## src/rtl/systolic_setup_controller.sv

```systemverilog
// Systolic setup sequencer: captures one MAC_WIDTH x MAC_WIDTH matrix, loads it
// column-by-column into the per-row FIFOs, then drains them with a diagonal skew.
module systolic_setup_controller #(
    parameter int DATA_SIZE = 8,
    parameter int MAC_WIDTH = 2
) (
    input  logic                                     clock,
    input  logic                                     reset,
    input  logic                                     instr,
    input  logic [DATA_SIZE*MAC_WIDTH*MAC_WIDTH-1:0] matrix_in,
    output logic                                     matrix_in_request,
    output logic [DATA_SIZE*MAC_WIDTH-1:0]           fifo_in,
    output logic [MAC_WIDTH-1:0]                     wr_en,
    output logic [MAC_WIDTH-1:0]                     rd_en,
    input  logic [MAC_WIDTH-1:0]                     full,
    input  logic [MAC_WIDTH-1:0]                     empty,
    input  logic [DATA_SIZE*MAC_WIDTH-1:0]           fifo_out,
    output logic [DATA_SIZE*MAC_WIDTH-1:0]           data_to_array,
    output logic [MAC_WIDTH-1:0]                     valid_to_array,
    output logic                                     busy,
    output logic                                     done
);

    localparam int CW = (MAC_WIDTH > 1) ? $clog2(2 * MAC_WIDTH) : 1;
    localparam logic [CW-1:0] C_LAST = CW'(MAC_WIDTH - 1);
    localparam logic [CW-1:0] T_LAST = CW'(2 * MAC_WIDTH - 1);

    typedef enum logic [1:0] {
        S_IDLE,
        S_LOAD,
        S_DRAIN,
        S_DONE
    } state_e;

    state_e                                   state_q;
    logic [CW-1:0]                            c_q;
    logic [CW-1:0]                            t_q;
    logic [DATA_SIZE*MAC_WIDTH*MAC_WIDTH-1:0] mat_q;
    logic [MAC_WIDTH-1:0]                     valid_q;

    logic                                     load_stall;
    logic                                     drain_stall;
    logic [MAC_WIDTH-1:0]                     rd_sched;

    assign load_stall = |full;

    // A row is scheduled while t lies in its skewed window [r, r+W-1]; any
    // scheduled row being empty freezes every row so the skew is kept intact.
    always_comb begin
        rd_sched = '0;
        for (int unsigned r = 0; r < MAC_WIDTH; r++) begin
            rd_sched[r] = (state_q == S_DRAIN) &&
                          (32'(t_q) >= r) && (32'(t_q) <= r + MAC_WIDTH - 1);
        end
        drain_stall = |(rd_sched & empty);
        rd_en       = drain_stall ? '0 : rd_sched;
    end

    always_comb begin
        fifo_in = '0;
        if (state_q == S_LOAD) begin
            for (int unsigned r = 0; r < MAC_WIDTH; r++) begin
                for (int unsigned cc = 0; cc < MAC_WIDTH; cc++) begin
                    if (c_q == CW'(cc)) begin
                        fifo_in[r*DATA_SIZE +: DATA_SIZE] =
                            mat_q[(r*MAC_WIDTH + cc)*DATA_SIZE +: DATA_SIZE];
                    end
                end
            end
        end
    end

    always_comb begin
        data_to_array = '0;
        for (int unsigned r = 0; r < MAC_WIDTH; r++) begin
            if (valid_q[r]) begin
                data_to_array[r*DATA_SIZE +: DATA_SIZE] = fifo_out[r*DATA_SIZE +: DATA_SIZE];
            end
        end
    end

    assign wr_en             = (state_q == S_LOAD && !load_stall) ? '1 : '0;
    assign valid_to_array    = valid_q;
    assign matrix_in_request = (state_q == S_IDLE);
    assign busy              = (state_q != S_IDLE);
    assign done              = (state_q == S_DONE);

    always_ff @(posedge clock or negedge reset) begin
        if (!reset) begin
            state_q <= S_IDLE;
            c_q     <= '0;
            t_q     <= '0;
            mat_q   <= '0;
            valid_q <= '0;
        end else begin
            valid_q <= rd_en;
            case (state_q)
                S_IDLE: begin
                    if (instr) begin
                        mat_q   <= matrix_in;
                        c_q     <= '0;
                        state_q <= S_LOAD;
                    end
                end
                S_LOAD: begin
                    if (!load_stall) begin
                        if (c_q == C_LAST) begin
                            t_q     <= '0;
                            state_q <= S_DRAIN;
                        end else begin
                            c_q <= c_q + 1'b1;
                        end
                    end
                end
                S_DRAIN: begin
                    if (!drain_stall) begin
                        if (t_q == T_LAST) begin
                            state_q <= S_DONE;
                        end else begin
                            t_q <= t_q + 1'b1;
                        end
                    end
                end
                S_DONE: begin
                    state_q <= S_IDLE;
                end
                default: begin
                    state_q <= S_IDLE;
                end
            endcase
        end
    end

endmodule

```

## config.mk

```make
export PLATFORM = sky130hd
export DESIGN_NAME = systolic_setup_controller
export DESIGN_NICKNAME = d
export VERILOG_FILES = /design/src/rtl/systolic_setup_controller.sv
export SDC_FILE = /design/constraint.sdc
export NUM_CORES = 1
export LEC_CHECK = 0
export CORE_MARGIN = 4
export CORE_UTILIZATION = 38
export CTS_BUF_LIST = sky130_fd_sc_hd__clkbuf_8
export DETAILED_ROUTE_END_ITERATION = 8
export GPL_ROUTABILITY_DRIVEN = 0
export GPL_TIMING_DRIVEN = 0
export PLACE_DENSITY_LB_ADDON = 0.12
export RECOVER_POWER = 100
export SLEW_MARGIN = 0
export SYNTH_ARGS = -nofsm -noshare
export SYNTH_HDL_FRONTEND = slang
export SYNTH_SLANG_ARGS = --single-unit
```

## constraint.sdc

```tcl
create_clock -name clock -period 2.3 [get_ports clock]
set_clock_uncertainty 0.05 [all_clocks]
set_input_delay 0.69 -clock clock [delete_from_list [all_inputs] [get_ports clock]]
set_output_delay 0.69 -clock clock [all_outputs]
set_load 0.05 [all_outputs]
```

# Yosys cells after proc, flatten, opt, wreduce, memory -nomap -nowiden

Cells that the tools add are included.

Logic and storage cells: 63
Bits in registers: 40

Equality and inequality tests: 12
Bitwise operators: 1
Reductions and logical operators: 16
Add/sub/neg operators: 2
$lt $le $gt $ge: 3
Multiplexer cells: 24

Operator list:

| cell                | count |
|---|---|
| $mux 8              | 6 |
| $mux 2              | 14 |
| $mux 16             | 1 |
| $ne 2x2->1 const B  | 5 |
| $reduce_and 5->1    | 2 |
| $pmux 2 s2          | 2 |
| $pmux 2 s4          | 1 |
| $eq 2x2->1 const B  | 3 |
| $reduce_bool 2->1   | 3 |
| $add 2x1->2 const B | 2 |
| $eq 2x1->1 const B  | 2 |
| $logic_and 1x1->1   | 4 |
| $logic_not 2->1     | 2 |
| $ne 2x1->1 const B  | 2 |
| $reduce_and 4->1    | 1 |
| $reduce_or 2->1     | 2 |
| $and 2x2->2         | 1 |
| $ge 2x1->1 const B  | 1 |
| $le 2x1->1 const B  | 1 |
| $le 2x2->1 const B  | 1 |
| $reduce_and 2->1    | 1 |
| $logic_not 1->1     | 1 |

# Longest topological paths before layout

Word-level depth: 7
Gate-level depth with buffers: 6
Gate-level depth less buffers: 6

# Worst setup path before layout

OpenSTA, ideal clock, no wires.

Path kind: reg2out
Start point: register t_q[1]
End point: output port rd_en[1]
Path buffers: 0
Cell stages (with the launch flop): 6
Slack: -0.600 ns
Required time: 1.560 ns
Arrival: 2.160 ns
Cell sequence: dfrtp_1 > inv_1 > ha_1 > nor2_1 > nand2_1 > a311oi_1

Word-level cells in the longest chain between the ends: 6
Elaborated cells on any way between the ends: 9

Ends and longest elaborated chain:

| what                   | RTL line | source |
|---|---|---|
| start, declared        | 37       | `logic [CW-1:0] t_q;` |
| start signal, assigned | 120      | `t_q <= t_q + 1'b1;` |
| $ge 2x1->1             | 53       | `(32'(t_q) >= r) && (32'(t_q) <= r + MAC_WIDTH - 1);` |
| $logic_and 1x1->1      | 52       | `rd_sched[r] = (state_q == S_DRAIN) &&` |
| $logic_and 1x1->1      | 53       |  |
| $and 2x2->2            | 55       | `drain_stall = \|(rd_sched & empty);` |
| $reduce_or 2->1        | 55       |  |
| $mux 2 *               | 56       | `rd_en = drain_stall ? '0 : rd_sched;` |
| end, declared          | 14       | `output logic [MAC_WIDTH-1:0] rd_en,` |

Mark *: on every way between the ends. The rest lies on a longest branch, timed or not.

# Worst setup path after layout

Start point: register state_q[0]
End point: output port fifo_in[7]

Word-level cells in the longest chain between the ends: 2

Ends and longest elaborated chain:

| what                   | RTL line | source |
|---|---|---|
| start, declared        | 35       | `state_e state_q;` |
| start signal, assigned | 90       | `state_q <= S_IDLE;` |
| start signal, assigned | 102      | `state_q <= S_LOAD;` |
| start signal, assigned | 109      | `state_q <= S_DRAIN;` |
| $eq 2x1->1             | 61       | `if (state_q == S_LOAD) begin` |
| $mux 16                | 61       |  |
| end, declared          | 12       | `output logic [DATA_SIZE*MAC_WIDTH-1:0] fifo_in,` |

No other way between the ends.

==> results.yml <==
status:
  outcome: "complete, but fails checks"
  violations: "setup timing"
worst_setup_path:
  crit_type: "reg2out"
  critPathMaxFanout: 6
  ff2ff_path_depth: 6
  r2r_end: "state_q[1]"
  cp.required_ns: 1.56
  reg2reg_setup_slack_ns: 0.23
  crit_path_end_kind: "output port"
  cp-start-kind: "flop"
  reg2reg_from: "t_q[0]"
  startpoint: "state_q[0]"
  cp-endpoint: "fifo_in[7]"
  arrival_ns: 1.74
routing:
  avgViaCountPerCell: 4.82
  finalWirelength_mm: 5.47
  dr_total_vias: 1674
  ant_nets: 0
  firstDrtPassIters: 4
  post-route-drc-count: 0
  wl_per_cell_um: 15.7
  drt_iter0_markers: 20
floorplan:
  dieArea_um2: 6560
  die_w_um: 81.0
  die_h_um: 81.0
  rows: 26
  pin_count: 96
  core_um2: 5140
  initial_core_util_pct: 39.4
timing:
  tightestPinTransition_ns: 0.977
  slew_violations: 0
  hold_viol: 0
  fmax_ghz: 0.403
  min_period_ns: 2.48
  timing.final.ws_setup_ns: -0.179
  holdWs_ns: 0.122
  setup_viol: 18
  slew_headroom_pct: 34.9
  rsz0062_at_grt: "yes"
  timing.final.crit_share_pct: 108
yosys:
  syn_inst: 162
  yosys_most_used_dff: "dfrtp_1"
  synth_cell_types: 26
  ys_seq_area_share_pct: 49.4
  synth_enable_flop_cells: 0
  yosysWarnings: 0
  syn_nets: 227
  synthArstFlopShare_pct: 100
  syn_area_per_cell_um2: 12.5
  syn_area_um2: 2030
  ys_ff_latch: 40
placement:
  hpwl_mm: 3.96
  io_buffers: 95
cts:
  root_buffer: "clkbuf_8"
  htree_levels: 2
  cts_buffers: 5
  clock_path_buffers: 2
  clock_latency_ns: 0.28
  cts_tree: "built"
  cts_hold_buffers: 0
  cts.clk_slew.worst_paths_ns: 0.07
  clock-sinks: 40
final_layout:
  nets: 342
  drive_above_1_share_pct: 45.5
  diodes: 0
  seqCellArea_um2: 1000
  fillers: 433
  multiInputGateArea_um2: 1150
  area_growth_pct: 71.5
grt:
  antenna_found_initial: 0
  grt.total_usage_pct: 17.6
  grt_pass1_vias: 1759
  grt_pass1_wl_mm: 8.69
  grt_max_degree: 40
  grt_overflow: 0
power_and_ir_drop:
  power_leakage_nw: 1.58
  power_w: 0.00477
  ir_drop_uv: 958
  power.density_nw_per_um2: 1370
hold_path:
  hold_path_class: "in2async"
job:
  drv_cap: 0
[sequential cells by signal, summed over array words and instances (netlist names)]
| name | count |
|---|---|
| mat_q | 32 |
| c_q | 2 |
| state_q | 2 |
| t_q | 2 |
| valid_to_array | 2 |
[layout make-up]
cell class              instances  area share [%]
flip-flops and latches         40            28.9
clock inverters                 2           0.360
multi-input cells             106            33.2
clock buffers                   5            1.98
repair buffers                110            30.2
plain buffers                   6            1.98
inverters                       8           0.865
well taps                      70            2.52
[worst max-delay path, stage by stage (launching register included)]
cell and delay (ns):
dfrtp_2 0.44, ha_4 0.19, and3b_2 0.26, clkbuf_8 0.18, a22o_4 0.23, buf_8 0.15
[worst min-delay path by stage]
stage / from / to / slack [ns] / cells past startpoint
floorplan: reset / c_q[0] / 0.34 / 0
detailed placement: reset / mat_q[29] / 0.44 / 1
CTS: reset / mat_q[29] / 0.12 / 1
finish: reset / mat_q[29] / 0.12 / 1
global route: reset / mat_q[29] / 0.11 / 1
global placement: mat_q[11] / mat_q[11] / 0.44 / 1
[stage by stage]
| step | util (%) | cell area (µm²) | TNS, ns | std cells | worst slack [ns] |
|---|---|---|---|---|---|
| after floorplan | - | 2100 | -0.651 | 162 | -0.0848 |
| after global placement | 61.0 | 3140 | -50.23 | 327 | -1.05 |
| after detailed placement | 61.3 | 3150 | -28.18 | 328 | -1.08 |
| after CTS | 67.1 | 3450 | -3.32 | 344 | -0.238 |
| after global routing | 67.6 | 3470 | -3.60 | 347 | -0.242 |
| final | 67.6 | 3470 | -2.47 | 347 | -0.179 |
[metal layers]
layer	GRT usage, %	up-vias	routed length, µm
met3	4.43	7	309
met5	0	-	0
met2	31.2	45	2870
li1	-	813	-
met4	5.57	0	62
met1	20.6	809	2230
[where the power goes]
group | total [W] | switching, W | leakage, nW | internal, W
combinational | 0.00304 | 0.00160 | 1.06 | 0.00144
clock | 0.000441 | 0.000236 | 0.0400 | 0.000205
sequential | 0.00129 | 0.000240 | 0.481 | 0.00105
[layout by cell type, fill, tap and decap left out, types with 2 or more instances in the layout]
| cell | synthesis | layout |
|---|---|---|
| dfrtp_2 | 0 | 2 |
| buf_4 | 1 | 11 |
| clkbuf_2 | 0 | 9 |
| clkbuf_16 | 0 | 3 |
| nor2b_1 | 2 | 2 |
| clkdlybuf4s50_1 | 0 | 48 |
| buf_2 | 0 | 10 |
| and2_0 | 1 | 5 |
| dfrtp_1 | 40 | 38 |
| a21oi_1 | 2 | 2 |
| and2_1 | 17 | 12 |
| a22o_4 | 0 | 10 |
| clkbuf_8 | 0 | 6 |
| inv_1 | 8 | 3 |
| dlygate4sd2_1 | 0 | 6 |
| buf_6 | 0 | 9 |
| mux2i_1 | 2 | 2 |
| clkbuf_1 | 4 | 4 |
| buf_8 | 0 | 11 |
| nor2_1 | 3 | 2 |
| nand2_2 | 0 | 2 |
| ha_4 | 0 | 4 |
| ha_2 | 0 | 3 |
| a311oi_4 | 0 | 2 |
| mux2_2 | 33 | 31 |
| nand2_1 | 5 | 3 |
| mux2_1 | 0 | 3 |
| ha_1 | 10 | 3 |
| a22o_1 | 19 | 9 |
| inv_2 | 0 | 5 |
| clkbuf_4 | 0 | 2 |
[cells in the mapped netlist (2+ instances only)]
library cell,n,area (µm²)
dfrtp_1,40,1000
mux2_2,33,372
a22o_1,19,166
and2_1,17,106
ha_1,10,125
inv_1,8,30.0
nand2_1,5,18.8
clkbuf_1,4,15.0
buf_1,3,11.3
nor2_1,3,11.3
a21oi_1,2,10.0
a311oi_1,2,17.5
mux2i_1,2,20.0
nor2b_1,2,12.5
[timing repair]
item,in CTS,in global routing
endpoints found under the setup margin,41,20
gates cloned,2,0
pin swaps,15,5
buffers inserted,8,4
gates resized for setup,276,15
[kinds of logic (layout without fill, tap and decap cells)]
kind of cell               after synthesis  count (layout)  synth area share [%]
DFF                                     40              40                  49.4
adders and majority gates               10              10                  6.18
and+or+nand+nor                         32              32                  9.39
AOI/OAI and AO/OA                       28              28                  11.8
buffers and inverters                   16             131                  3.15
muxes                                   36              36                  20.1
No activity file was read; power rests on OpenSTA's default activity.
